**config.mk**
```make
export PLATFORM = sky130hd
export DESIGN_NAME = decodificador_funcionalidade_seq
export DESIGN_NICKNAME = d
export VERILOG_FILES = /design/src/rtl/decodificador_funcionalidade_seq.sv
export SDC_FILE = /design/constraint.sdc
export NUM_CORES = 1
export LEC_CHECK = 0
export ABC_AREA = 1
export CORE_MARGIN = 8
export CORE_UTILIZATION = 35
export CTS_CLUSTER_SIZE = 16
export DETAILED_ROUTE_END_ITERATION = 7
export GPL_TIMING_DRIVEN = 1
export PLACE_DENSITY = 0.61
export SETUP_SLACK_MARGIN = 0.4
export SYNTH_ARGS = -nofsm -noshare
export SYNTH_HDL_FRONTEND = slang
export SYNTH_SLANG_ARGS = --single-unit
```
**constraint.sdc**
```tcl
create_clock -name clk -period 1.65 [get_ports clk]
set_clock_uncertainty 0.2 [all_clocks]
set_input_delay 0.33 -clock clk [delete_from_list [all_inputs] [get_ports clk]]
set_output_delay 0.33 -clock clk [all_outputs]
set_load 0.05 [all_outputs]
```
**src/rtl/decodificador_funcionalidade_seq.sv**
```systemverilog
// Registered function-select decoder: latches a function code, drives a one-hot enable until cancel/disable/timeout.
// Optional build macro SEL_CONFIRM_EN: a valid code commits only after a second matching strobe.
module decodificador_funcionalidade_seq #(
    parameter int unsigned SEL_W   = 3,
    parameter int unsigned N_FUNC  = 7,
    parameter int unsigned TIMEOUT = 0,
    parameter int unsigned TMR_W   = 16
) (
    input  logic              clk,
    input  logic              rst_n,
    input  logic              en,
    input  logic [SEL_W-1:0]  sel,
    input  logic              sel_valid,
    input  logic              cancel,
    output logic [N_FUNC-1:0] func_onehot,
    output logic [SEL_W-1:0]  func_code,
    output logic              busy,
    output logic              done,
    output logic              err
);

    typedef enum logic {IDLE, ACTIVE} state_t;

    state_t           state;
    logic [TMR_W-1:0] timer;

    logic sel_zero;
    logic code_ok;
    logic code_bad;
    logic commit;
    logic expire;

    // Classify the requested code independently of the strobe
    always_comb begin
        sel_zero = (sel == '0);
        code_ok  = !sel_zero && (sel <= SEL_W'(N_FUNC));
        code_bad = !sel_zero && !code_ok;
        expire   = (TIMEOUT != 0) && (timer == TMR_W'(1));
    end

`ifdef SEL_CONFIRM_EN
    logic [SEL_W-1:0] pend_code;
    logic             pend_vld;

    assign commit = code_ok && pend_vld && (pend_code == sel);

    // Pending code waiting for its confirming second strobe
    always_ff @(posedge clk or negedge rst_n) begin
        if (!rst_n) begin
            pend_code <= '0;
            pend_vld  <= 1'b0;
        end else if (!en || cancel) begin
            pend_code <= '0;
            pend_vld  <= 1'b0;
        end else if (sel_valid) begin
            if (sel_zero) begin
                if (state == ACTIVE) begin
                    pend_code <= '0;
                    pend_vld  <= 1'b0;
                end
            end else if (code_bad || commit) begin
                pend_code <= '0;
                pend_vld  <= 1'b0;
            end else begin
                pend_code <= sel;
                pend_vld  <= 1'b1;
            end
        end
    end
`else
    assign commit = code_ok;
`endif

    // State, timer and registered outputs
    always_ff @(posedge clk or negedge rst_n) begin
        if (!rst_n) begin
            state       <= IDLE;
            timer       <= '0;
            func_onehot <= '0;
            func_code   <= '0;
            busy        <= 1'b0;
            done        <= 1'b0;
            err         <= 1'b0;
        end else begin
            done <= 1'b0;
            err  <= 1'b0;
            case (state)
                IDLE: begin
                    if (en && sel_valid) begin
                        if (commit) begin
                            state       <= ACTIVE;
                            func_onehot <= N_FUNC'(1) << (sel - SEL_W'(1));
                            func_code   <= sel;
                            busy        <= 1'b1;
                            timer       <= TMR_W'(TIMEOUT);
                        end else if (code_bad) begin
                            err <= 1'b1;
                        end
                    end
                end
                ACTIVE: begin
                    if (!en) begin
                        state       <= IDLE;
                        func_onehot <= '0;
                        func_code   <= '0;
                        busy        <= 1'b0;
                        timer       <= '0;
                    end else if (cancel || (sel_valid && sel_zero)) begin
                        state       <= IDLE;
                        func_onehot <= '0;
                        func_code   <= '0;
                        busy        <= 1'b0;
                        timer       <= '0;
                        done        <= 1'b1;
                    end else if (sel_valid && commit) begin
                        func_onehot <= N_FUNC'(1) << (sel - SEL_W'(1));
                        func_code   <= sel;
                        timer       <= TMR_W'(TIMEOUT);
                    end else begin
                        // Invalid or unconfirmed strobes leave the timer running
                        if (sel_valid && code_bad) begin
                            err <= 1'b1;
                        end
                        if (expire) begin
                            state       <= IDLE;
                            func_onehot <= '0;
                            func_code   <= '0;
                            busy        <= 1'b0;
                            timer       <= '0;
                            done        <= 1'b1;
                        end else if (TIMEOUT != 0) begin
                            timer <= timer - TMR_W'(1);
                        end
                    end
                end
                default: begin
                    state <= IDLE;
                end
            endcase
        end
    end

endmodule

```
==> flow_summary.json <==
{
  "numCtsBuffers": 3,
  "dp_hpwl_um": 1290,
  "run_status": "complete, no violations",
  "fin_crit_sh_pct": 86.6,
  "reg2reg_to": "func_code[1]",
  "syn_area_um2": 722,
  "die-area_um2": 3770,
  "peakVddDrop_v": 0.000438,
  "vias_per_cell": 4.54,
  "grt_pass1_vias": 801,
  "final_nets": 146,
  "rsz0062_at_grt": "true",
  "final_antenna_net_count": 0,
  "cp_max_fo": 5,
  "core_area_um2": 1960,
  "dp_cells": 142,
  "setup_viol": 0,
  "path_class": "reg -> reg",
  "wirelength_um": 2020,
  "cts_buffer_depth": 2,
  "diodes": 0,
  "layout_commonest_cell": "nand2_1",
  "initial_utilization_pct": 36.8,
  "fmax_ghz": 0.700,
  "cts_tree": "done",
  "die_y_um": 61.4,
  "clk_latency_ns": 0.28,
  "timing.final.crit_period_ns": 1.43,
  "timing.rr.start": "state",
  "drcViolationCount": 0,
  "drt-pass1-iter-count": 4,
  "gp_congestion": 0.812,
  "io_pins": 21,
  "cp.required_ns": 1.63,
  "synthToLayoutAreaGrowth_pct": 93.1,
  "stdcell_count": 163,
  "grt.total_usage_pct": 12.9,
  "worst_setup_path_start_kind": "register",
  "syn_avg_cell_area_um2": 8.11,
  "final_max_slew_viol_count": 0,
  "drt_iter0_drc": 19,
  "htree_levels": 1,
  "syn-num-nets": 97,
  "ys_ff_latch": 14,
  "cp-end-kind": "register",
  "clk_pin_slew_ns": 0.08,
  "fp.dieW_um": 61.4,
  "overflow": 0,
  "synthCells": 89,
  "rrSetupSlack_ns": 0.22,
  "ys_warn_count": 0,
  "io_buffers": 20,
  "rows": 16,
  "clock_sinks": 14,
  "hold_class": "in -> async",
  "finalHoldViolCount": 0,
  "powerDensity_nw_per_um2": 839,
  "vias": 740,
  "ys_types": 14,
  "grt_max_degree": 15,
  "grt_pass1_wl_um": 3590,
  "antenna_found_initial": 0,
  "final_cell_mix": "34 x nand2_1, 19 x buf_4, 14 x dfrtp_1, 14 x buf_12, 7 x nor2_2",
  "leakagePower_nw": 0.696,
  "total_power_mw": 1.17,
  "r2r_cells": 7,
  "final_layout_size_suffix_gt1_share_pct": 49.3,
  "cts.root.buffer_cell": "clkbuf_4",
  "wl_per_cell_um": 12.4,
  "tns_ns": 0,
  "seq_area_frac_synth_pct": 48.5,
  "cap_violations": 0,
  "arrival_ns": 1.41
}
## power breakdown
| part | switching [mW] | leakage, nW | total (mW) | internal (mW) |
|---|---|---|---|---|
| Clock | 0.107 | 0.0138 | 0.191 | 0.0847 |
| Combinational | 0.269 | 0.499 | 0.556 | 0.287 |
| Sequential | 0.0408 | 0.183 | 0.422 | 0.382 |
| Total | 0.416 | 0.696 | 1.17 | 0.753 |
## worst max path at each step
stage                     cells after the start  startpoint             end
final                                         7       state    func_code[1]
after global routing                          9       state  func_onehot[2]
after CTS                                     1        busy            busy
after detailed placement                      7      sel[0]    func_code[2]
after global placement                        7      sel[0]  func_onehot[2]
after floorplan                               7       state    func_code[0]
## registers in the layout, indices dropped and copies added (netlist names)
name,cells
busy,1
done,1
err,1
func_code,3
func_onehot,7
state,1
## kinds of logic after synthesis
family / count (synthesis) / synth area share (%)
buf+inv: 10 / 7.80
flops: 14 / 48.5
simple gates: 61 / 41.1
other cells: 1 / 0.519
compound gates: 3 / 2.08
## worst max-delay path: stages (launching register included)
cell	delay, ns
dfrtp_1	0.42
inv_2	0.10
nand3_2	0.10
nand3_4	0.11
bufbuf_16	0.26
nor2_2	0.03
nand2_1	0.05
nand2_1	0.05
## per-stage QoR
stage	hold slack (ns)	setup slack [ns]	instance area, µm²	util [%]
after floorplan	-0.166	0.406	722	-
after global placement	0.326	-0.129	1140	58.0
after detailed placement	0.333	-0.154	1140	58.0
after CTS	0.159	0.251	1310	66.9
after global routing	0.180	0.160	1390	71.0
final	0.155	0.221	1390	71.0
## synthesized netlist by cell type
| cell type | count | area [µm²] |
|---|---|---|
| a21oi_1 | 3 | 15.0 |
| nand3_1 | 6 | 30.0 |
| dfrtp_1 | 14 | 350 |
| inv_4 | 1 | 6.26 |
| conb_1 | 1 | 3.75 |
| buf_2 | 1 | 5.00 |
| nor2_2 | 10 | 62.6 |
| buf_6 | 2 | 22.5 |
| nor2_4 | 1 | 11.3 |
| nand2_2 | 1 | 6.26 |
| nor2_1 | 2 | 7.51 |
| nand3_2 | 4 | 40.0 |
| nand2_1 | 37 | 139 |
| inv_1 | 6 | 22.5 |
## timing repair
item / CTS / global route
gates resized for setup: 15 / 9
hold buffers: 0 / 0
setup buffers: 9 / 6
pin swaps: 6 / 1
gates cloned: 3 / 0
setup endpoints to repair: 25 / 25
## per-layer routing
metal  up-vias  wire, µm  global-route usage [%]
li1        367         -                       -
met1       349       844                    13.7
met2        19      1010                    23.3
met3         5       129                    3.13
met4         0        32                    5.84
met5         -         0                       0
## area by class of cell
type	instances	area, µm²
Fill cell	150	568
Timing Repair Buffer	46	591
Sequential cell	14	350
Tap cell	27	33.8
Multi-Input combinational cell	66	368
Clock buffer	3	22.5
Inverter	7	28.8
Power figures use the tool's default switching activity.
